--- config.mk ---
export PLATFORM = sky130hd
export DESIGN_NAME = load_store_unit
export DESIGN_NICKNAME = d
export VERILOG_FILES = /design/src/rtl/load_store_unit.sv
export SDC_FILE = /design/constraint.sdc
export NUM_CORES = 1
export LEC_CHECK = 0
export BUFFER_PORTS_ARGS = -buffer_cell sky130_fd_sc_hd__buf_4
export CELL_PAD_IN_SITES_DETAIL_PLACEMENT = 1
export CELL_PAD_IN_SITES_GLOBAL_PLACEMENT = 1
export CORE_AREA = 2 2 114 144
export CTS_CLUSTER_DIAMETER = 30
export DETAILED_ROUTE_END_ITERATION = 12
export DIE_AREA = 0 0 116 146
export GPL_ROUTABILITY_DRIVEN = 0
export PLACE_DENSITY_LB_ADDON = 0.1
export SETUP_SLACK_MARGIN = 0.3
export SLEW_MARGIN = 20
export SYNTH_ARGS = -nofsm -noshare
export SYNTH_HDL_FRONTEND = slang
export SYNTH_SLANG_ARGS = --single-unit
--- constraint.sdc ---
create_clock -name clk -period 2.5 [get_ports clk]
set_clock_uncertainty 0.2 [all_clocks]
set_input_delay 0.25 -clock clk [delete_from_list [all_inputs] [get_ports clk]]
set_output_delay 0.25 -clock clk [all_outputs]
set_load 0.02 [all_outputs]
--- src/rtl/load_store_unit.sv ---
// Load/store unit: one memory op at a time, aligned byte-lane bus, with
// size/alignment checking, load extension and flush suppression of responses.
module load_store_unit #(
    parameter int XLEN   = 32,
    parameter int ADDR_W = 32
) (
    input  logic              clk,
    input  logic              rst_n,
    input  logic              req_valid,
    output logic              req_ready,
    input  logic              req_we,
    input  logic [2:0]        req_funct3,
    input  logic [ADDR_W-1:0] req_addr,
    input  logic [XLEN-1:0]   req_wdata,
    input  logic [4:0]        req_rd,
    input  logic              flush,
    output logic              mem_valid,
    input  logic              mem_ready,
    output logic [ADDR_W-1:0] mem_addr,
    output logic              mem_we,
    output logic [XLEN/8-1:0] mem_wmask,
    output logic [XLEN-1:0]   mem_wdata,
    input  logic              mem_rvalid,
    input  logic [XLEN-1:0]   mem_rdata,
    output logic              resp_valid,
    output logic              resp_load,
    output logic [4:0]        resp_rd,
    output logic [XLEN-1:0]   resp_data,
    output logic [1:0]        resp_err,
    output logic              busy
);
    localparam int NB = XLEN / 8;
    localparam int LB = $clog2(NB);

    generate
        if (XLEN != 32 && XLEN != 64) begin : g_bad_xlen
            $error("load_store_unit: XLEN must be 32 or 64");
        end
    endgenerate

    typedef enum logic [2:0] {S_IDLE, S_REQ, S_WAIT, S_RESP, S_ERR} state_t;

    state_t            r_state, w_next;
    logic              r_we, r_kill;
    logic [2:0]        r_funct3;
    logic [LB-1:0]     r_lane;
    logic [4:0]        r_rd;
    logic [ADDR_W-1:0] r_mem_addr;
    logic [NB-1:0]     r_wmask;
    logic [XLEN-1:0]   r_wdata;
    logic              r_resp_load;
    logic [4:0]        r_resp_rd;
    logic [XLEN-1:0]   r_resp_data;
    logic [1:0]        r_resp_err;

    logic              w_accept, w_legal, w_misal, w_kill;
    logic [1:0]        w_err;
    logic [2:0]        w_align;
    logic [7:0]        w_smask;
    logic [LB-1:0]     w_lane;
    logic [NB-1:0]     w_wmask;
    logic [XLEN-1:0]   w_wdata, w_rshift;
    logic              w_resp_upd, w_resp_load;
    logic [4:0]        w_resp_rd;
    logic [XLEN-1:0]   w_resp_data;
    logic [1:0]        w_resp_err;

    function automatic logic [XLEN-1:0] load_extend(input logic [2:0] f3, input logic [XLEN-1:0] d);
        logic signed [7:0]  b;
        logic signed [15:0] h;
        logic signed [31:0] w;
        b = d[7:0];
        h = d[15:0];
        w = d[31:0];
        case (f3)
            3'b000:  load_extend = XLEN'(b);
            3'b001:  load_extend = XLEN'(h);
            3'b010:  load_extend = XLEN'(w);
            3'b100:  load_extend = XLEN'(d[7:0]);
            3'b101:  load_extend = XLEN'(d[15:0]);
            3'b110:  load_extend = XLEN'(d[31:0]);
            default: load_extend = d;
        endcase
    endfunction

    assign w_accept = req_valid && (r_state == S_IDLE);
    assign w_lane   = req_addr[LB-1:0];
    assign w_kill   = r_kill || flush;
    assign w_rshift = mem_rdata >> {r_lane, 3'b000};

    // Doubleword encodings only exist on a 64-bit datapath.
    always_comb begin
        w_legal = 1'b0;
        if (req_we) begin
            case (req_funct3)
                3'b000, 3'b001, 3'b010: w_legal = 1'b1;
                3'b011:                 w_legal = (XLEN == 64);
                default:                w_legal = 1'b0;
            endcase
        end else begin
            case (req_funct3)
                3'b000, 3'b001, 3'b010, 3'b100, 3'b101: w_legal = 1'b1;
                3'b011, 3'b110:                         w_legal = (XLEN == 64);
                default:                                w_legal = 1'b0;
            endcase
        end
    end

    always_comb begin
        w_align = 3'b000;
        w_smask = 8'h01;
        case (req_funct3[1:0])
            2'b00: begin w_align = 3'b000; w_smask = 8'h01; end
            2'b01: begin w_align = 3'b001; w_smask = 8'h03; end
            2'b10: begin w_align = 3'b011; w_smask = 8'h0F; end
            default: begin w_align = 3'b111; w_smask = 8'hFF; end
        endcase
    end

    assign w_misal = |(req_addr[2:0] & w_align);
    assign w_err   = !w_legal ? 2'b10 : (w_misal ? 2'b01 : 2'b00);
    assign w_wmask = req_we ? (NB'(w_smask) << w_lane) : '0;
    assign w_wdata = req_wdata << {w_lane, 3'b000};

    // A flushed op still finishes its bus transaction but skips RESP entirely.
    always_comb begin
        w_next      = r_state;
        w_resp_upd  = 1'b0;
        w_resp_load = 1'b0;
        w_resp_rd   = r_rd;
        w_resp_data = '0;
        w_resp_err  = 2'b00;
        case (r_state)
            S_IDLE: begin
                if (req_valid) begin
                    if (w_err != 2'b00) begin
                        w_next     = S_ERR;
                        w_resp_upd = 1'b1;
                        w_resp_rd  = req_rd;
                        w_resp_err = w_err;
                    end else begin
                        w_next = S_REQ;
                    end
                end
            end
            S_REQ: begin
                if (mem_ready) begin
                    if (!r_we) begin
                        w_next = S_WAIT;
                    end else if (w_kill) begin
                        w_next = S_IDLE;
                    end else begin
                        w_next     = S_RESP;
                        w_resp_upd = 1'b1;
                    end
                end
            end
            S_WAIT: begin
                if (mem_rvalid) begin
                    if (w_kill) begin
                        w_next = S_IDLE;
                    end else begin
                        w_next      = S_RESP;
                        w_resp_upd  = 1'b1;
                        w_resp_load = 1'b1;
                        w_resp_data = load_extend(r_funct3, w_rshift);
                    end
                end
            end
            S_RESP:  w_next = S_IDLE;
            S_ERR:   w_next = S_IDLE;
            default: w_next = S_IDLE;
        endcase
    end

    always_ff @(posedge clk or negedge rst_n) begin
        if (!rst_n) begin
            r_state <= S_IDLE;
        end else begin
            r_state <= w_next;
        end
    end

    always_ff @(posedge clk or negedge rst_n) begin
        if (!rst_n) begin
            r_we        <= 1'b0;
            r_kill      <= 1'b0;
            r_funct3    <= 3'b000;
            r_lane      <= '0;
            r_rd        <= 5'd0;
            r_mem_addr  <= '0;
            r_wmask     <= '0;
            r_wdata     <= '0;
            r_resp_load <= 1'b0;
            r_resp_rd   <= 5'd0;
            r_resp_data <= '0;
            r_resp_err  <= 2'b00;
        end else begin
            if (w_accept) begin
                r_we       <= req_we;
                r_kill     <= 1'b0;
                r_funct3   <= req_funct3;
                r_lane     <= w_lane;
                r_rd       <= req_rd;
                r_mem_addr <= {req_addr[ADDR_W-1:LB], {LB{1'b0}}};
                r_wmask    <= w_wmask;
                r_wdata    <= w_wdata;
            end else if (flush && (r_state == S_REQ || r_state == S_WAIT)) begin
                r_kill <= 1'b1;
            end
            if (w_resp_upd) begin
                r_resp_load <= w_resp_load;
                r_resp_rd   <= w_resp_rd;
                r_resp_data <= w_resp_data;
                r_resp_err  <= w_resp_err;
            end
        end
    end

    // req_ready is held low while reset is asserted.
    assign req_ready  = rst_n && (r_state == S_IDLE);
    assign busy       = (r_state != S_IDLE);
    assign mem_valid  = (r_state == S_REQ);
    assign mem_addr   = r_mem_addr;
    assign mem_we     = r_we;
    assign mem_wmask  = r_wmask;
    assign mem_wdata  = r_wdata;
    assign resp_valid = (r_state == S_RESP) || (r_state == S_ERR);
    assign resp_load  = r_resp_load;
    assign resp_rd    = r_resp_rd;
    assign resp_data  = r_resp_data;
    assign resp_err   = r_resp_err;

endmodule
# --- Word level (Yosys, flattened, before mapping) ---
# Cells that the tools add are included.
word_totals:
  register_bits: 121
  in_bits: 111
classes:
  eq_ne: 16
  shifts: 3
  mux: 35
  bitwise: 1
  n_reduce_logical: 17
op_table:
  columns: ["op", "count"]
  rows:
  - ["one-hot mux 32 bit (4 select lines)", 1]
  - ["2-to-1 mux 32 bit", 3]
  - ["left shift 32 x 5 -> 32 bit", 1]
  - [">> shifter 32 x 5 -> 32 bit", 1]
  - ["one-hot mux 3 bit (3 select lines)", 2]
  - ["equality test 3 bit (second input constant)", 5]
  - ["2-to-1 mux 5 bit", 3]
  - ["2-to-1 mux 1 bit", 13]
  - ["2-to-1 mux 2 bit", 6]
  - ["2-to-1 mux 3 bit", 4]
  - ["one-hot mux 4 bit (3 select lines)", 1]
  - ["equality test 3 x 1 -> 1 bit (second input constant)", 3]
  - ["equality test 3 x 2 -> 1 bit (second input constant)", 3]
  - ["logical NOT 3 bit", 3]
  - ["OR reduction 3 bit", 2]
  - ["OR reduction 5 bit", 1]
  - ["2-to-1 mux 4 bit", 1]
  - ["!= test 2 bit (second input constant)", 2]
  - ["nonzero test 2 bit", 2]
  - ["left shift 4 x 2 -> 4 bit", 1]
  - ["AND 3 bit", 1]
  - ["logical AND 1 bit", 3]
  - ["logical OR 1 bit", 3]
  - ["one-hot mux 1 bit (3 select lines)", 1]
  - ["6 further kinds", 6]

# --- Longest topological paths before layout ---
depth:
  word_depth: 10
  mapped_depth: 8
  mapped_depth_nobuf: 5

# --- Worst setup path before layout ---
# No wires, ideal clock.
synth_path:
  path_kind: "register -> register"
  start: "register r_state[2]"
  end: "register r_wdata[28], in the netlist mem_wdata[28]"
  setup_ns: 0.125
  arrival_ns: 1.379
  required_time_ns: 2.175
  slack_ns: 0.796
  stages_incl_launch_ff: 7
  n_path_buf: 3
  path_cell_list: "dfrtp_1 > buf_6 > nor3_2 > and2_1 > buf_4 > buf_4 > mux2_2"
synth_between:
  elab_chain_cells: 2
synth_lines:
  columns: ["item", "line", "source"]
  rows:
  - ["start, declared", "43", "state_t r_state, w_next;"]
  - ["start signal, assigned", "180", "r_state <= w_next;"]
  - ["logical NOT 3 bit", "86", "assign w_accept = req_valid && (r_state == S_IDLE);"]
  - ["logical AND 1 bit", "86", null]
  - ["end signal, assigned", "207", "r_wdata <= w_wdata;"]
  - ["end, declared", "50", "logic [XLEN-1:0] r_wdata;"]
# Every way passes these cells.
# A chain may end at the register's enable or synchronous reset.

# --- Final worst setup path ---
layout_path:
  start: "input req_addr[0]"
  end: "register r_resp_data[28], in the netlist resp_data[28]"
layout_between:
  elab_chain_cells: 8
layout_lines:
  columns: ["item", "line", "source"]
  rows:
  - ["start, declared", "13", "input logic [ADDR_W-1:0] req_addr,"]
  - ["AND 3 bit", "120", "assign w_misal = |(req_addr[2:0] & w_align);"]
  - ["OR reduction 3 bit", "120", null]
  - ["2-to-1 mux 1 bit", "121", "assign w_err = !w_legal ? 2'b10 : (w_misal ? 2'b01 : 2'b00);"]
  - ["2-to-1 mux 2 bit", "121", null]
  - ["nonzero test 2 bit", "136", "if (w_err != 2'b00) begin"]
  - ["2-to-1 mux 1 bit", "136", null]
  - ["2-to-1 mux 1 bit", "135", "if (req_valid) begin"]
  - ["one-hot mux 1 bit (3 select lines)", "133", "case (r_state)"]
  - ["end signal, assigned", "214", "r_resp_data <= w_resp_data;"]
  - ["end, declared", "53", "logic [XLEN-1:0] r_resp_data;"]
# Every way passes these cells.

==> metrics.yaml <==
clock_tree:
  clock_latency_ns: 0.42
  cts_sinks: 121
  htree_levels: 4
  cts_inserted_buffers: 17
  cts_tree: "built"
  cts_setup_buffers: 0
  clk_pin_slew_ns: 0.05
  cts_buffer_depth: 2
  cts_root_buffer: "clkbuf_16"
run_status:
  status: "completed"
pwr:
  ir_drop_mv: 0.5243
  p_int_w: 0.005945
  combinationalPowerShare_pct: 43.5
  p_leak_nw: 4.441
  swShare_pct: 39.65
  p_clk_share_pct: 24.3
  p_sw_w: 0.003905
  powerDensity_nw_per_um2: 1088
  p_seq_share_pct: 32.2
cells_and_area:
  layout_common_cells: "236 x buf_4, 173 x nand2_1, 121 x dfrtp_1, 68 x dlygate4sd3_1, 40 x nand3_1"
  final_area_um2: 9056
  final_common_cell: "buf_4"
  insertedDiodeCount: 0
  drive_above_1_share_pct: 31.70
  finalNonFillerCells: 1130
  fin_nets: 1017
  fin_util_pct: 58.65
  syn2layout_area_growth_pct: 51.77
timing:
  fin_crit_ns: 2.044
  setup_tns_ns: 0
  setup_ws_ns: 0.4564
  worstMarginPinSlew_ns: 0.5904
  period_share_pct: 81.74
  slew_viol_final: 0
  setup_viol: 0
  relSlewSlack_pct: 60.64
  rsz0062_at_grt: "false"
  final_hold_viol_count: 0
  fmax_ghz: 0.4893
hold_path:
  hold_class: "input port to flip-flop"
  hold_start: "mem_rdata[23]"
floorplanning:
  rows: 51
  core-area_um2: 15440
  die_y_um: 146
  start_util_pct: 38.64
  die_w_um: 116
  die_area_um2: 16940
  boundaryPins: 224
grt:
  grt_pass1_vias: 6610
  grt_pass1_wl_um: 34360
  antenna_found_initial: 0
  grtUsageTotal_pct: 26.14
  grt_max_degree: 101
  overflow: 0
synth:
  synth_warnings: 0
  synth_area_um2: 5967
  syn-instance-count: 633
  async_flop_share_pct: 100.0
  synth_edf_count: 0
  ys_seq_area_share_pct: 50.74
  dominantRegCellSynth: "dfrtp_1"
  avgSynthCellArea_um2: 9.426
  synth-seq-cells: 121
  synth_cell_types: 52
placement:
  io_buffers: 221
  post-dp-hpwl_um: 14640
  post-place-ws_ns: 0.4215
  placed_area_um2: 7797
  placed_cells: 1031
setup_path:
  crit_family: "compound AO/OA/AOI/OAI gates"
  max_stage_delay_ns: 0.55
  critPathLaunch: "req_addr[0]"
  r2r-start: "r_state[2]$_DFFE_PN0P_"
  cp.required_ns: 2.62
  worstPathArrival_ns: 2.17
  cp_slowest_cell: "dlygate4sd3_1"
  path_class: "input port to flip-flop"
  path_cells: "dlygate4sd3_1, buf_4, a21o_1, a21oi_4, a21o_4, inv_4, o211ai_1"
  crit_path_start_kind: "input port"
  crit_buf_inv: 3
  cp_max_fo: 25
  crit_path_end_kind: "flip-flop"
flow_run:
  drv_cap: 0
drt:
  drc: 0
  vias: 5959
  first_iter_violations: 301
  wl_per_cell_um: 19.23
  detail-route-antenna-nets: 0
  dr.pass1.iters: 4
  routed_wl_um: 21730
  via_per_inst: 5.273
[power groups by stage]
stage               sequential (W)  combinational [W]  clock, W
finish                     0.00317            0.00428   0.00240
global route               0.00325            0.00461   0.00252
CTS                        0.00316            0.00428   0.00243
detailed placement         0.00317            0.00417         0
global placement           0.00313            0.00406         0
floorplan                  0.00378            0.00173         0
[state kept, by name, indices dropped and copies added (netlist names), 2 cells and up]
name / flops
mem_wdata: 32
resp_data: 32
mem_addr: 30
r_rd: 5
resp_rd: 5
mem_wmask: 4
r_funct3: 3
r_state: 3
r_lane: 2
resp_err: 2
[metrics by stage]
stage,total power [W],hold slack [ns]
final,0.009850,0.03924
after global routing,0.01038,0.05131
after CTS,0.009870,0.02882
after detailed placement,0.007336,-0.02846
after global placement,0.007189,-0.02926
after floorplan,0.005504,-0.2456
[routing by layer]
layer / GRT usage [%] / vias to the layer above / share of wire [%]
li1: - / 2754 / -
met3: 7.580 / 49 / 6.2
met4: 11.19 / 0 / 3.6
met5: 0 / - / 0
met2: 46.11 / 204 / 53
met1: 28.83 / 2952 / 38
[cell usage after synthesis (9+ instances only)]
| library cell | count | area, um^2 |
|---|---|---|
| nand2_1 | 174 | 653.1 |
| dfrtp_1 | 121 | 3028 |
| nand3_1 | 40 | 200.2 |
| mux2i_1 | 35 | 350.3 |
| a21oi_1 | 33 | 165.2 |
| a211oi_1 | 20 | 150.1 |
| nor2b_1 | 20 | 125.1 |
| buf_2 | 19 | 95.09 |
| clkbuf_1 | 19 | 71.32 |
| o21ai_0 | 19 | 95.09 |
| nor2_1 | 15 | 56.30 |
| o22ai_1 | 9 | 56.30 |
[area by class of cell]
cell class | instances | area (um^2)
clock buffers | 23 | 478.0
clock inverters | 8 | 95.09
repair buffers | 307 | 2512
inverters | 5 | 21.27
flip-flops and latches | 121 | 3028
fillers | 1763 | 6386
well taps | 212 | 265.3
multi-input cells | 454 | 2656
[path summary, 6_finish.rpt]
kind	end	slack, ns	cells after the start
worst min register to register	r_rd[4]$_DFFE_PN0P_	0.27	2
max in group asynchronous	resp_data[3]$_DFFE_PN0P_	1.15	3
min in group asynchronous	resp_data[8]$_DFFE_PN0P_	0.08	2
worst min-delay path	resp_data[23]$_DFFE_PN0P_	0.04	3
worst max register to register	resp_data[5]$_DFFE_PN0P_	0.51	4
worst max-delay path	resp_data[28]$_DFFE_PN0P_	0.46	7
[kinds of logic (layout without fill, tap and decap cells)]
kind of cell              Yosys count  count (layout)  share of synthesized area (%)
DFF                               121             121                          50.74
AOI/OAI and AO/OA                 143             143                          16.82
muxes                              44              44                          7.759
buffers and inverters              59             343                          4.990
xor gates and xnor gates            1               1                         0.1468
and+or+nand+nor                   264             264                          19.48
other                               1               2                        0.06285
[timing repair]
action / in CTS / in global routing
hold buffers: 68 / 0
hold endpoints to repair: 98 / 0
setup endpoints to repair: 0 / 17
resized for setup: 0 / 3
[worst register-to-register path: cells and delay by family, from the launching register on]
kind | cells | cell delay (ns)
AOI/OAI and AO/OA | 1 | 0.30
DFF | 1 | 0.50
and+or+nand+nor | 3 | 0.87
Note: power is estimated with default switching activity, not from simulation.
